$ cat src/rtl/pbas_pkg.sv
// Shared definitions for the pipelined-divider scheduler: FSM encoding and the
// divider latency also used by the learning-rate datapath.
package pbas_pkg;

  localparam int unsigned DIV_LAT_DEFAULT = 34;

  typedef enum logic [1:0] {
    StRun,
    StDrain,
    StDone
  } state_e;

endpackage

$ cat src/rtl/pbas_div_sched_if.sv
// Request, divider and response signals of the divider scheduler.
// The slave modport is the scheduler; master is its environment.
interface pbas_div_sched_if #(
  parameter int unsigned DATA_W = 16,
  parameter int unsigned N_REQ  = 2
);

  logic [N_REQ-1:0]        req_valid;
  logic [N_REQ-1:0]        req_ready;
  logic [N_REQ*DATA_W-1:0] req_dividend;
  logic [N_REQ*DATA_W-1:0] req_divisor;
  logic [DATA_W-1:0]       div_dividend;
  logic [DATA_W-1:0]       div_divisor;
  logic [DATA_W-1:0]       div_quotient;
  logic [DATA_W-1:0]       div_fractional;
  logic [N_REQ-1:0]        rsp_valid;
  logic [DATA_W-1:0]       rsp_quotient;
  logic [DATA_W-1:0]       rsp_fractional;
  logic                    rsp_div0;
  logic                    flush_req;
  logic                    flush_done;
  logic                    busy;

  modport slave (
    input  req_valid, req_dividend, req_divisor, div_quotient, div_fractional, flush_req,
    output req_ready, div_dividend, div_divisor, rsp_valid, rsp_quotient, rsp_fractional,
           rsp_div0, flush_done, busy
  );

  modport master (
    output req_valid, req_dividend, req_divisor, div_quotient, div_fractional, flush_req,
    input  req_ready, div_dividend, div_divisor, rsp_valid, rsp_quotient, rsp_fractional,
           rsp_div0, flush_done, busy
  );

endinterface

$ cat src/rtl/rr_arb.sv
// Round-robin arbiter: one-hot grant to the first requester found when
// searching upward from the one after ptr.
module rr_arb #(
  parameter int unsigned N_REQ = 2,
  parameter int unsigned PTR_W = $clog2(N_REQ)
) (
  input  logic [N_REQ-1:0] req,
  input  logic [PTR_W-1:0] ptr,
  output logic [N_REQ-1:0] gnt
);

  logic found;

  always_comb begin
    gnt   = '0;
    found = 1'b0;
    // Outer loop walks priority order, inner loop keeps bit indices constant.
    for (int k = 0; k < int'(N_REQ); k++) begin
      for (int i = 0; i < int'(N_REQ); i++) begin
        if (!found && req[i] && ((int'(ptr) + 1 + k) % int'(N_REQ)) == i) begin
          gnt[i] = 1'b1;
          found  = 1'b1;
        end
      end
    end
  end

endmodule

$ cat src/rtl/pbas_div_sched.sv
// Shares one external pipelined divider among N_REQ requesters; a tag pipe
// matched to the divider latency routes each result back to its owner.
module pbas_div_sched
  import pbas_pkg::*;
#(
  parameter int unsigned DATA_W  = 16,
  parameter int unsigned N_REQ   = 2,
  parameter int unsigned DIV_LAT = DIV_LAT_DEFAULT
) (
  input  logic            clk,
  input  logic            rst_n,
  pbas_div_sched_if.slave bus
);

  localparam int unsigned PTR_W = $clog2(N_REQ);
  localparam int unsigned CNT_W = $clog2(DIV_LAT + 2);

  state_e            state_q, state_d;
  logic              pulsed_q;
  logic              grant_en;
  logic              done_pulse;
  logic              transfer;
  logic              rsp_any;
  logic [N_REQ-1:0]  gnt;
  logic [PTR_W-1:0]  ptr_q;
  logic [PTR_W-1:0]  gnt_idx;
  logic [DATA_W-1:0] sel_dividend, sel_divisor;
  logic [DATA_W-1:0] dividend_q, divisor_q;
  logic [DIV_LAT:0]  vld_q, div0_q;
  logic [N_REQ-1:0]  id_q [DIV_LAT+1];
  logic [CNT_W-1:0]  cnt_q, cnt_d;

  rr_arb #(
    .N_REQ (N_REQ),
    .PTR_W (PTR_W)
  ) u_rr_arb (
    .req (bus.req_valid),
    .ptr (ptr_q),
    .gnt (gnt)
  );

  always_comb begin
    gnt_idx      = '0;
    sel_dividend = '0;
    sel_divisor  = '0;
    for (int i = 0; i < int'(N_REQ); i++) begin
      if (gnt[i]) begin
        gnt_idx      = PTR_W'(i);
        sel_dividend = bus.req_dividend[i*DATA_W +: DATA_W];
        sel_divisor  = bus.req_divisor[i*DATA_W +: DATA_W];
      end
    end
  end

  assign transfer = grant_en & (|gnt);
  assign rsp_any  = vld_q[DIV_LAT];

  always_ff @(posedge clk or negedge rst_n) begin
    if (!rst_n) begin
      ptr_q      <= PTR_W'(N_REQ - 1);
      dividend_q <= '0;
      divisor_q  <= '0;
    end else if (transfer) begin
      ptr_q      <= gnt_idx;
      dividend_q <= sel_dividend;
      divisor_q  <= sel_divisor;
    end
  end

  // Tag pipe: stage 0 lines up with the operand register, last stage with the result.
  always_ff @(posedge clk or negedge rst_n) begin
    if (!rst_n) begin
      vld_q  <= '0;
      div0_q <= '0;
      for (int i = 0; i <= int'(DIV_LAT); i++) begin
        id_q[i] <= '0;
      end
    end else begin
      vld_q   <= {vld_q[DIV_LAT-1:0], transfer};
      div0_q  <= {div0_q[DIV_LAT-1:0], transfer & (sel_divisor == '0)};
      id_q[0] <= transfer ? gnt : '0;
      for (int i = 1; i <= int'(DIV_LAT); i++) begin
        id_q[i] <= id_q[i-1];
      end
    end
  end

  always_comb begin
    cnt_d = cnt_q;
    if (transfer && !rsp_any) begin
      cnt_d = cnt_q + CNT_W'(1);
    end else if (!transfer && rsp_any) begin
      cnt_d = cnt_q - CNT_W'(1);
    end
  end

  always_ff @(posedge clk or negedge rst_n) begin
    if (!rst_n) begin
      cnt_q <= '0;
    end else begin
      cnt_q <= cnt_d;
    end
  end

  // FSM: state register.
  always_ff @(posedge clk or negedge rst_n) begin
    if (!rst_n) begin
      state_q  <= StRun;
      pulsed_q <= 1'b0;
    end else begin
      state_q  <= state_d;
      pulsed_q <= (state_q == StDone);
    end
  end

  // FSM: next state.
  always_comb begin
    state_d = state_q;
    unique case (state_q)
      StRun:   if (bus.flush_req) state_d = StDrain;
      StDrain: if (cnt_q == '0)   state_d = StDone;
      StDone:  if (!bus.flush_req) state_d = StRun;
      default: state_d = StRun;
    endcase
  end

  // FSM: outputs. The flush request blocks grants in the very cycle it is seen.
  always_comb begin
    grant_en   = (state_q == StRun) && !bus.flush_req;
    done_pulse = (state_q == StDone) && !pulsed_q;
  end

  assign bus.req_ready      = grant_en ? gnt : '0;
  assign bus.div_dividend   = dividend_q;
  assign bus.div_divisor    = divisor_q;
  assign bus.rsp_valid      = rsp_any ? id_q[DIV_LAT] : '0;
  assign bus.rsp_div0       = rsp_any & div0_q[DIV_LAT];
  assign bus.rsp_quotient   = bus.div_quotient;
  assign bus.rsp_fractional = bus.div_fractional;
  assign bus.flush_done     = done_pulse;
  assign bus.busy           = (cnt_q != '0);

endmodule

$ cat src/flat_wrapper.sv
// flat-port wrapper written by rule: the top's interface ports become plain ports
module pbas_div_sched_flat import pbas_pkg::*;
#(
  parameter int unsigned DATA_W  = 16,
  parameter int unsigned N_REQ   = 2,
  parameter int unsigned DIV_LAT = DIV_LAT_DEFAULT
)
  (clk, rst_n, bus_req_valid, bus_req_dividend, bus_req_divisor, bus_div_quotient, bus_div_fractional, bus_flush_req, bus_req_ready, bus_div_dividend, bus_div_divisor, bus_rsp_valid, bus_rsp_quotient, bus_rsp_fractional, bus_rsp_div0, bus_flush_done, bus_busy);
  pbas_div_sched_if #(.DATA_W(DATA_W), .N_REQ(N_REQ)) bus_i ();
  input  logic clk;
  input  logic rst_n;
  input wire logic [$bits(bus_i.req_valid)-1:0] bus_req_valid;
  input wire logic [$bits(bus_i.req_dividend)-1:0] bus_req_dividend;
  input wire logic [$bits(bus_i.req_divisor)-1:0] bus_req_divisor;
  input wire logic [$bits(bus_i.div_quotient)-1:0] bus_div_quotient;
  input wire logic [$bits(bus_i.div_fractional)-1:0] bus_div_fractional;
  input wire logic [$bits(bus_i.flush_req)-1:0] bus_flush_req;
  output wire logic [$bits(bus_i.req_ready)-1:0] bus_req_ready;
  output wire logic [$bits(bus_i.div_dividend)-1:0] bus_div_dividend;
  output wire logic [$bits(bus_i.div_divisor)-1:0] bus_div_divisor;
  output wire logic [$bits(bus_i.rsp_valid)-1:0] bus_rsp_valid;
  output wire logic [$bits(bus_i.rsp_quotient)-1:0] bus_rsp_quotient;
  output wire logic [$bits(bus_i.rsp_fractional)-1:0] bus_rsp_fractional;
  output wire logic [$bits(bus_i.rsp_div0)-1:0] bus_rsp_div0;
  output wire logic [$bits(bus_i.flush_done)-1:0] bus_flush_done;
  output wire logic [$bits(bus_i.busy)-1:0] bus_busy;
  assign bus_i.req_valid = bus_req_valid;
  assign bus_i.req_dividend = bus_req_dividend;
  assign bus_i.req_divisor = bus_req_divisor;
  assign bus_i.div_quotient = bus_div_quotient;
  assign bus_i.div_fractional = bus_div_fractional;
  assign bus_i.flush_req = bus_flush_req;
  assign bus_req_ready = bus_i.req_ready;
  assign bus_div_dividend = bus_i.div_dividend;
  assign bus_div_divisor = bus_i.div_divisor;
  assign bus_rsp_valid = bus_i.rsp_valid;
  assign bus_rsp_quotient = bus_i.rsp_quotient;
  assign bus_rsp_fractional = bus_i.rsp_fractional;
  assign bus_rsp_div0 = bus_i.rsp_div0;
  assign bus_flush_done = bus_i.flush_done;
  assign bus_busy = bus_i.busy;
  pbas_div_sched #(.DATA_W(DATA_W), .N_REQ(N_REQ), .DIV_LAT(DIV_LAT)) u_core (.clk(clk), .rst_n(rst_n), .bus(bus_i));
endmodule
$ cat config.mk
export PLATFORM = sky130hd
export DESIGN_NAME = pbas_div_sched_flat
export DESIGN_NICKNAME = d
export VERILOG_FILES = /design/src/rtl/pbas_pkg.sv /design/src/rtl/pbas_div_sched_if.sv /design/src/rtl/rr_arb.sv /design/src/rtl/pbas_div_sched.sv /design/src/flat_wrapper.sv
export SDC_FILE = /design/constraint.sdc
export NUM_CORES = 1
export LEC_CHECK = 0
export ABC_AREA = 1
export BUFFER_PORTS_ARGS = -buffer_cell sky130_fd_sc_hd__buf_2
export CORE_MARGIN = 3
export CORE_UTILIZATION = 51
export CTS_CLUSTER_SIZE = 25
export DETAILED_ROUTE_END_ITERATION = 16
export PLACE_DENSITY = 0.8
export SYNTH_ARGS = -nofsm -noshare
export SYNTH_HDL_FRONTEND = slang
export SYNTH_HIERARCHICAL = 1
export SYNTH_SLANG_ARGS = --single-unit
$ cat constraint.sdc
create_clock -name clk -period 3.7 [get_ports clk]
set_clock_uncertainty 0.2 [all_clocks]
set_input_delay 0.185 -clock clk [delete_from_list [all_inputs] [get_ports clk]]
set_output_delay 0.185 -clock clk [all_outputs]
set_load 0.03 [all_outputs]
==> summary.md <==
| Metric | Value |
|---|---|
| Initial core utilization | 0.532 |
| Die Ht | 116 um |
| # setup viols final | 0 |
| Global route overflow | 0 |
| Commonest non-fill, non-tap cell in the layout | dfrtp_1 |
| Via count | 4098 |
| Core Rows | 39 |
| Routed length per instance | 17.8 um |
| Placed Area | 6580 sq um |
| Routed vias/inst | 5.29 |
| DIE AREA | 13500 sq um |
| I/O pin cnt | 172 |
| GP Congestion | 0.826 |
| Arr. time, crit path | 3.06 ns |
| Synth warn | 6 |
| Setup TNS | 0 ns |
| Vias in the first global route | 4422 |
| GRT Resource Usage Total | 0.218 |
| Startpoint types | register |
| Post-CTS setup buffer count | 0 |
| First-pass GRT wire length | 22.0 mm |
| Total core area | 11600 sq um |
| Hold depth | 8 |
| Buffers added on ports | 107 |
| Nets | 725 |
| RSZ-0062 raised after global routing | no |
| Slew Viols, Final | 0 |
| Worst Hold Path EP | u_core/div0_q[0]$_DFF_PN0_ |
| Max Fclk | 341 MHz |
| Worst slew pin tran | 0.986 ns |
| DRT Wirelength | 13.8 mm |
| Syn avg cell area | 13.3 sq um |
| Critical path type | reg -> reg |
| Largest net degree at the start of global routing | 109 |
| Worst skew pair latency | 0.42 ns |
| Reg2Reg Launch Point | u_core/ptr_q$_DFFE_PN1N_ |
| Commonest non-fill, non-tap cells in the layout | dfrtp_1 (181), nand2_1 (112), buf_2 (106) |
| Tcrit/Tclk final | 0.793 |
| Leakage | 4.15 nW |
| #FFs+latches synth | 182 |
| Share of cells above drive strength 1 | 0.282 |
| Final Cell Area | 7830 sq um |
| DRC | 0 |
| Non-filler instance count after layout | 775 |
| Reg area | 4560 sq um |
| Die W | 116 um |
| Slew HR | 0.342 |
| H-tree depth reported by CTS | 4 |
| CP Max Fanout | 17 |
| Mapped Nets | 573 |
| Final Hold Viols | 0 |
| Netlist cell types | 35 |
| CTS clk-pin slew, worst paths | 0.07 ns |
| Status | completed |
| MaxCap Viol Count | 0 |
| Worst VDD drop | 462 uV |
| Synth Instances | 466 |
| Longest Clk Path Bufs | 2 |
| Sequential area share after synthesis | 0.737 |
| R2R cell count | 12 |
| First DRT Iteration DRCs | 330 |
| Hold Startpoint | bus_req_divisor[13] |
| Post-Syn Area | 6180 sq um |
| Residual antenna-violating net count after detailed routing | 0 |
| Initial antenna violation count | 1 |
| First drt pass iteration count | 5 |
| R2r setup slk | 0.77 ns |
| Multi-input gate area | 1170 sq um |
| Root buf cell | clkbuf_16 |
| Final worst path period need | 2.93 ns |
| Worst min path class | in -> reg |
| Placed Cells incl. Taps | 674 |
| Area growth, synth to finish | 26.6% |
| # clock sinks | 182 |
| Critical R2R Capture | u_core/cnt_q[4]$_DFFE_PN0P_ |
| CTS tree | yes |
| Cell Pwr Density | 738 nW/um^2 |
| CP endpoint kind | register |
| Required @ worst endpoint | 3.83 ns |
| FILL cells | 719 |
| Clock buffer count from CTS | 17 |
| DP Wirelength | 6.47 mm |
[flip-flops by register name (all words and copies together), names as in the netlist]
signal / cells
u_core/bus.div_divisor: 16
u_core/cnt_q: 6
u_core/bus.div_dividend: 16
u_core/id_q: 70
u_core/div0_q: 35
u_core/state_q: 2
u_core/ptr_q: 1
u_core/vld_q: 35
u_core/pulsed_q: 1
[synthesized netlist by cell type, drive strengths merged]
cell type	number	area, sq um
dfrtp	181	4530
nand2	112	420
buf	46	369
nor2	25	106
inv	22	87.6
o21ai	20	168
nand3	19	133
a22oi	16	120
ha	5	62.6
a21oi	3	30.0
nand4	2	12.5
o21a	2	15.0
o22ai	2	12.5
o31ai	2	15.0
a21boi	1	11.3
a21o	1	7.51
a31oi	1	6.26
and2	1	6.26
dfstp	1	26.3
fa	1	20.0
nor3	1	5.00
xnor2	1	8.76
xor2	1	8.76
[kinds of logic after synthesis]
family                     after synthesis  synth area share
xor gates and xnor gates                 2           0.00283
DFF                                    182             0.737
and+or+nand+nor                        160             0.111
buffers and inverters                   68            0.0739
adders and majority gates                6            0.0134
AOI/OAI and AO/OA                       48            0.0623
[critical path, cell delays in order (launching register included)]
cell and delay (ns):
dfstp_2 0.57, inv_1 0.08, a21oi_2 0.17, inv_2 0.10, a21oi_4 0.41, ha_1 0.28
inv_1 0.12, fa_1 0.41, nand2_1 0.11, nand2_1 0.06, nand2_1 0.08, nand3_1 0.07
a31oi_1 0.17
[report_power, final]
| group | total, mW | internal [mW] | switching (mW) |
|---|---|---|---|
| sequential | 2.55 | 2.34 | 0.215 |
| combinational | 1.51 | 0.509 | 0.999 |
| clock | 1.71 | 0.953 | 0.761 |
[stage by stage]
step                hold WS [ns]  power, mW  worst slack [ns]  utilization
floorplan                 -0.311       3.52              1.08            -
global placement           0.132       3.78              1.07        0.566
detailed placement         0.135       3.86             0.912        0.566
CTS                       0.0357       5.69             0.887        0.674
global route               0.130       6.04             0.550        0.674
finish                     0.102       5.78             0.768        0.674
[area by class of cell]
class | instances | area share
Antenna cell | 1 | 0.000320
Timing Repair Buffer | 179 | 0.162
Clock buffer | 19 | 0.0566
Clock inverter | 13 | 0.0158
Sequential cell | 182 | 0.582
Tap cell | 143 | 0.0229
Inverter | 22 | 0.0112
Multi-Input combinational cell | 216 | 0.149
[timing repair]
item                                   4_1_cts  5_1_grt
hold buffers                                68        0
endpoints found under the hold margin      145        0
resized for setup                            0        0
[per-layer routing]
layer	vias up	global-route usage	routed length, um
met4	0	0.123	612
li1	1755	-	-
met1	2039	0.250	5110
met2	255	0.367	7070
met5	-	0	0
met3	49	0.0642	979
[how the worst max path moves through the flow]
stage,cells past startpoint,end,from,slack (ns)
global placement,12,u_core/cnt_q[4]$_DFFE_PN0P_,u_core/ptr_q$_DFFE_PN1N_,1.07
floorplan,14,u_core/cnt_q[4]$_DFFE_PN0P_,u_core/ptr_q$_DFFE_PN1N_,1.08
finish,12,u_core/cnt_q[4]$_DFFE_PN0P_,u_core/ptr_q$_DFFE_PN1N_,0.77
detailed placement,12,u_core/cnt_q[4]$_DFFE_PN0P_,u_core/ptr_q$_DFFE_PN1N_,0.91
global route,12,u_core/cnt_q[4]$_DFFE_PN0P_,u_core/ptr_q$_DFFE_PN1N_,0.55
CTS,12,u_core/cnt_q[4]$_DFFE_PN0P_,u_core/ptr_q$_DFFE_PN1N_,0.89
Note: power is estimated with default switching activity, not from simulation.
